## config.mk

```make
export PLATFORM = sky130hd
export DESIGN_NAME = demux1to8_n_flat
export DESIGN_NICKNAME = d
export VERILOG_FILES = /design/src/rtl/demux1to8_n_if.sv /design/src/rtl/demux1to8_n.sv /design/src/flat_wrapper.sv
export SDC_FILE = /design/constraint.sdc
export NUM_CORES = 1
export LEC_CHECK = 0
export CAP_MARGIN = 10
export CORE_ASPECT_RATIO = 2
export CORE_MARGIN = 4
export CORE_UTILIZATION = 60
export DETAILED_ROUTE_END_ITERATION = 8
export DONT_BUFFER_PORTS = 1
export HOLD_SLACK_MARGIN = 0.02
export PLACE_DENSITY = 0.81
export SLEW_MARGIN = 20
export SYNTH_ARGS = -nofsm -noshare
export SYNTH_HDL_FRONTEND = slang
export SYNTH_SLANG_ARGS = --single-unit
```

## constraint.sdc

```tcl
create_clock -name clk_i -period 1.7 [get_ports clk_i]
set_input_delay 0.255 -clock clk_i [delete_from_list [all_inputs] [get_ports clk_i]]
set_output_delay 0.255 -clock clk_i [all_outputs]
set_load 0.01 [all_outputs]
```

## src/rtl/demux1to8_n_if.sv

```systemverilog
// Input channel and per-channel output buffers of the 1-to-m demultiplexer.
// The slave modport is the demultiplexer's view; master is the producer/consumer side.
interface demux1to8_n_if #(
  parameter int unsigned n       = 4,
  parameter int unsigned address = 3,
  parameter int unsigned m       = 8
);
  logic [n-1:0]       data_i;
  logic               valid_i;
  logic [address-1:0] sel;
  logic               ready_o;
  logic [n-1:0]       data_o [m];
  logic [m-1:0]       valid_o;
  logic [m-1:0]       ready_i;
  logic               err_o;
  logic [7:0]         drop_cnt_o;

  modport slave (
    input  data_i, valid_i, sel, ready_i,
    output ready_o, data_o, valid_o, err_o, drop_cnt_o
  );

  modport master (
    output data_i, valid_i, sel, ready_i,
    input  ready_o, data_o, valid_o, err_o, drop_cnt_o
  );
endinterface

```

## src/rtl/demux1to8_n.sv

```systemverilog
// Registered 1-to-m demultiplexer: steers each accepted word by sel into one of
// m single-entry buffers that drain independently; out-of-range words are dropped and counted.
module demux1to8_n #(
  parameter int unsigned n       = 4,
  parameter int unsigned address = 3,
  parameter int unsigned m       = 8
) (
  input  logic          clk_i,
  input  logic          rst_ni,
  demux1to8_n_if.slave  bus
);
  localparam int unsigned CNT_W = 8;

  logic [m-1:0]     v;
  logic [n-1:0]     d [m];
  logic [m-1:0]     hit;
  logic [m-1:0]     take;
  logic             in_range;
  logic             ready_c;
  logic             accept;
  logic             drop;
  logic             err;
  logic [CNT_W-1:0] drop_cnt;

  // Destination decode; a full channel still accepts when its consumer drains this cycle.
  always_comb begin
    hit      = '0;
    in_range = (32'(bus.sel) < m);
    for (int unsigned k = 0; k < m; k++) begin
      hit[k] = in_range && (32'(bus.sel) == k);
    end
    ready_c = in_range ? |(hit & (~v | bus.ready_i)) : 1'b1;
  end

  assign accept = bus.valid_i && ready_c;
  assign take   = hit & {m{accept}};
  assign drop   = accept && !in_range;

  // Channel buffers: fill wins over drain so back-to-back words see no bubble.
  always_ff @(posedge clk_i or negedge rst_ni) begin
    if (!rst_ni) begin
      v <= '0;
      for (int unsigned k = 0; k < m; k++) begin
        d[k] <= '0;
      end
    end else begin
      for (int unsigned k = 0; k < m; k++) begin
        if (take[k]) begin
          d[k] <= bus.data_i;
          v[k] <= 1'b1;
        end else if (bus.ready_i[k]) begin
          v[k] <= 1'b0;
        end
      end
    end
  end

  // Drop reporting: one err pulse per discarded word, saturating drop counter.
  always_ff @(posedge clk_i or negedge rst_ni) begin
    if (!rst_ni) begin
      err      <= 1'b0;
      drop_cnt <= '0;
    end else begin
      err <= drop;
      if (drop && (drop_cnt != '1)) begin
        drop_cnt <= drop_cnt + CNT_W'(1);
      end
    end
  end

  assign bus.ready_o    = ready_c;
  assign bus.valid_o    = v;
  assign bus.err_o      = err;
  assign bus.drop_cnt_o = drop_cnt;

  for (genvar k = 0; k < int'(m); k++) begin : g_out
    assign bus.data_o[k] = d[k];
  end
endmodule

```

## src/flat_wrapper.sv

```systemverilog
// flat-port wrapper written by rule: the top's interface ports become plain ports
module demux1to8_n_flat 
#(
  parameter int unsigned n       = 4,
  parameter int unsigned address = 3,
  parameter int unsigned m       = 8
)
  (clk_i, rst_ni, bus_data_i, bus_valid_i, bus_sel, bus_ready_i, bus_ready_o, bus_data_o, bus_valid_o, bus_err_o, bus_drop_cnt_o);
  demux1to8_n_if #(.n(n), .address(address), .m(m)) bus_i ();
  input  logic clk_i;
  input  logic rst_ni;
  input wire logic [$bits(bus_i.data_i)-1:0] bus_data_i;
  input wire logic [$bits(bus_i.valid_i)-1:0] bus_valid_i;
  input wire logic [$bits(bus_i.sel)-1:0] bus_sel;
  input wire logic [$bits(bus_i.ready_i)-1:0] bus_ready_i;
  output wire logic [$bits(bus_i.ready_o)-1:0] bus_ready_o;
  output wire logic [$bits(bus_i.data_o)-1:0] bus_data_o;
  output wire logic [$bits(bus_i.valid_o)-1:0] bus_valid_o;
  output wire logic [$bits(bus_i.err_o)-1:0] bus_err_o;
  output wire logic [$bits(bus_i.drop_cnt_o)-1:0] bus_drop_cnt_o;
  assign bus_i.data_i = bus_data_i;
  assign bus_i.valid_i = bus_valid_i;
  assign bus_i.sel = bus_sel;
  assign bus_i.ready_i = bus_ready_i;
  assign bus_ready_o = bus_i.ready_o;
  assign bus_data_o = {>>{bus_i.data_o}};
  assign bus_valid_o = bus_i.valid_o;
  assign bus_err_o = bus_i.err_o;
  assign bus_drop_cnt_o = bus_i.drop_cnt_o;
  demux1to8_n #(.n(n), .address(address), .m(m)) u_core (.clk_i(clk_i), .rst_ni(rst_ni), .bus(bus_i));
endmodule
```

Word-level counts from Yosys, hierarchy flattened
Index checks and enable logic that the tools add are counted.
{ "word_totals": {"output_inout_bits": 50, "inputBits": 18, "regBits": 40} }
{ "op_classes": {"bitwise": 4, "n_mux": 16, "n_eq_ne": 7, "n_reduce_logical": 11} }
{ "op_table": {"columns": ["operator", "n"], "rows": [
  ["$and 8x8->8", 2],
  ["$mux 1", 16],
  ["$reduce_bool 2->1", 8],
  ["$eq 3x3->1 const B", 4],
  ["$not 8->8", 1],
  ["$or 8x8->8", 1],
  ["$reduce_or 8->1", 1],
  ["$eq 3x2->1 const B", 2],
  ["$eq 3x1->1 const B", 1],
  ["$logic_not 3->1", 1],
  ["$logic_and 1x1->1", 1]
]} }

Longest topological paths before layout
{ "logic_depth": {"word_depth": 7, "mapped_depth": 3} }

Worst setup path after synthesis
Ideal clock, no wire load.
{ "synth_path": {"path_kind": "reg-to-output", "start": "register u_core.v[6], in the netlist u_core.bus.valid_o[6]", "end": "output bus_ready_o", "arrival_ps": 1275, "n_path_buf": 0, "required_time_ps": 1445, "path_stages_with_launch": 4, "setup_slack_ps": 170, "path_cell_list": "dfrtp_1 > nor2b_1 > mux4_1 > mux2i_1"} }
{ "synth_via": {"elab_chain_cells": 4} }
{ "synth_rtl": {"columns": ["item", "line", "rtl"], "rows": [
  ["from (decl)", "demux1to8_n.sv:14", "logic [m-1:0] v;"],
  ["from (signal assigned)", "demux1to8_n.sv:42", "v <= '0;"],
  ["from (signal, indexed assignment)", "demux1to8_n.sv:50", "v[k] <= 1'b1;"],
  ["from (signal, indexed assignment)", "demux1to8_n.sv:52", "v[k] <= 1'b0;"],
  ["$not 8->8", "demux1to8_n.sv:32", "ready_c = in_range ? |(hit & (~v | bus.ready_i)) : 1'b1;"],
  ["$or 8x8->8", "demux1to8_n.sv:32", null],
  ["$and 8x8->8", "demux1to8_n.sv:32", null],
  ["$reduce_or 8->1", "demux1to8_n.sv:32", null],
  ["to (decl)", "flat_wrapper.sv:16", "output wire logic [$bits(bus_i.ready_o)-1:0] bus_ready_o;"]
]} }
No other way between the ends.

Worst setup path in the final report
{ "layout_path": {"start": "register u_core.v[5], in the netlist u_core.bus.valid_o[5]", "end": "output bus_ready_o"} }
Same word-level chain as after synthesis.

==> summary.txt <==
Route
  • DR pass1 iterations: 4
  • Iteration-0 DRC Markers: 13
  • DRC errors left: 0
  • Via/cell ratio: 6.10
  • Antenna-violating nets left: 0
  • WL final: 3740 um
  • DR vias: 970
  • Wire per inst: 23.5 um

Flow run
  • Max Cap Viol: 0

Critical path
  • Critical path depth: 3
  • CP Data Required Time: 1.44 ns
  • Worst Setup SP: u_core.bus.valid_o[5]
  • CP cell instances: nor2b_4 -> mux4_2 -> mux2i_4
  • Worst R2R Start: u_core.bus.valid_o[4]
  • RR Endpoint: u_core.bus.data_o[13]
  • Worst-path fanout max: 2
  • Worst Setup EP: bus_ready_o
  • Crit. End Element: output pin
  • Critical path startpoint category: flop
  • Worst r2r path cells: 4
  • Crit Path Class: reg2out
  • Critical Path AT: 1.54 ns
  • R2R Setup Slk: 0.18 ns
  • Slowest CP cell: mux4_2
  • Crit-path leading delay family: multiplexers
  • Crit-path max cell delay: 0.49 ns
  • CP bufs+invs: 0

Placement
  • DP Worst Slack: 0.106 ns
  • Routability cong.: 0.748
  • I/O Buffers: 0
  • Detailed placement HPWL: 2670 um

GRT
  • First-pass GRT wire length: 5700 um
  • Grt ovf: 0
  • Largest net degree at the start of global routing: 41
  • GRT Resource Usage Total: 21.1%
  • Number of global-route vias before repair: 1096
  • Initial antenna violation count: 0

Power
  • Worst VDD drop: 0.770 mV
  • Pwr dens: 1150 nW/um2
  • Pwr Total: 0.00230 W
  • Leakage: 0.889 nW

Die
  • Chip Height: 85.2 um
  • Core area: 2800 um2
  • Die Wd: 46.6 um
  • Starting Density: 63.7%
  • Number of placement rows: 27
  • I/O pins: 68
  • Die area: 3970 um2

Timing
  • Minimum clock period: 1.80 ns
  • Slew Viols, Final: 0
  • Final setup margin: -0.0956 ns
  • Layout Skew: 0.00281 ns
  • Max Clk Rate: 557 MHz
  • Fin crit share: 106%
  • Final hold vios: 0
  • Endpoints failing setup: 1
  • RSZ-0062 raised after global routing: yes

CTS
  • TritonCTS clock tree: done
  • Clock Latency Late Sink: 0.29 ns
  • Clock transition at path regs: 0.07 ns
  • Clk sink count: 40
  • H-tree Lvls: 2
  • Cts bufs inserted: 5
  • Root buffer selected by CTS: clkbuf_8
  • Clk buf depth: 2

Logic synthesis
  • Post-synth EDFFs: 0
  • Async SR Flop Fraction: 100%
  • Top-count cell post-synth: dfrtp_1
  • #FFs+latches synth: 40
  • Mapped cell area: 1790 um2
  • Sequential fraction of the synthesis area: 56.0%
  • Top post-synthesis cells by area: dfrtp_1 (56%), mux2_2 (15%), mux2_4 (6.7%)
  • Share of the synthesized area in the top cell type: 56.0%
  • Synthesized instance count: 117
  • Area leader, netlist: dfrtp_1
  • Most frequent cells after synthesis: dfrtp_1 (40), mux2_2 (24), buf_4 (9), nor2b_1 (9), mux2_4 (8)
  • Ys Warns: 0
  • Mean Syn Cell Area: 15.3 um2
  • Ys flop type: dfrtp_1
  • Synth cell types: 21

Run status
  • Run status: finished with violations
  • Failing checks: setup timing

Hold path
  • Hold_sp: bus_sel[0]
  • Worst hold path type: in2reg
  • Hold Path Stages: 1

Finish
  • Share of layout cells above drive strength 1: 47.7%
  • Final core occ: 71.1%
  • Nets: 147
  • # diodes: 0
  • P&R area growth vs syn: 11.6%
routing by layer:
layer / up-vias / track usage [%] / wire, um
met1: 497 / 22.0 / 1150
met5: - / 0 / 0
met4: 0 / 8.55 / 68
li1: 415 / - / -
met3: 6 / 7.86 / 382
met2: 52 / 36.1 / 2130
cell families (layout without fill, tap and decap cells):
| logic type | count (synthesis) | count (layout) | synth area share, % |
|---|---|---|---|
| and+or+nand+nor | 24 | 24 | 11.3 |
| DFF | 40 | 40 | 56.0 |
| other | 1 | 9 | 0.210 |
| AOI/OAI and AO/OA | 8 | 8 | 3.36 |
| buffers and inverters | 9 | 14 | 3.78 |
| muxes | 35 | 35 | 25.4 |
per-stage QoR:
step,setup TNS (ns),hold slack [ns],instances,area [um2]
3_3_place_gp,0,-0.0397,146,1790
6_report,-0.0956,0.0610,159,1990
4_1_cts,-0.0852,0.0527,159,1990
5_1_grt,-0.141,0.0517,159,1990
3_5_place_dp,0,-0.0394,146,1790
2_1_floorplan,0,-0.0406,125,1820
worst min-delay path by stage:
stage / slack [ns] / endpoint
4_1_cts: 0.05 / u_core.bus.valid_o[2]
3_5_place_dp: -0.04 / u_core.bus.valid_o[0]
2_1_floorplan: -0.04 / u_core.bus.data_o[0]
3_3_place_gp: -0.04 / u_core.bus.valid_o[0]
6_report: 0.06 / u_core.bus.valid_o[2]
5_1_grt: 0.05 / u_core.bus.valid_o[2]
state kept, by name, summed over array words and instances, names as in the netlist:
register and cells:
u_core.bus.valid_o 8, u_core.bus.data_o 32
what timing repair did:
| item | in CTS | in global routing |
|---|---|---|
| buffers inserted | 3 | 0 |
| hold endpoints to repair | 40 | 0 |
| hold buffers | 2 | 0 |
| resized for setup | 17 | 0 |
| setup endpoints to repair | 1 | 1 |
power breakdown:
group	internal, W	total (W)	switching, W
logic	0.000197	0.000304	0.000107
registers	0.00113	0.00136	0.000224
clock network	0.000331	0.000636	0.000305
total	0.00166	0.00230	0.000636
cell type report:
class / count / area [um2]
Multi-Input combinational cell: 76 / 806
Sequential cell: 40 / 1000
Tap cell: 29 / 36.3
Timing Repair Buffer: 6 / 60.1
Clock buffer: 8 / 90.1
Fill cell: 180 / 811
cell usage in the layout, fill, tap and decap left out, drive strengths merged:
master	count
a21o	1
buf	5
clkbuf	8
conb	9
dfrtp	40
dlygate4sd3	1
mux2	32
mux2i	1
mux4	2
nand2	2
nand2b	3
nand3b	1
nand4	1
nor2	1
nor2b	9
nor3	4
o21bai	6
o31ai	1
or2b	1
or3	2
Power figures use the tool's default switching activity.
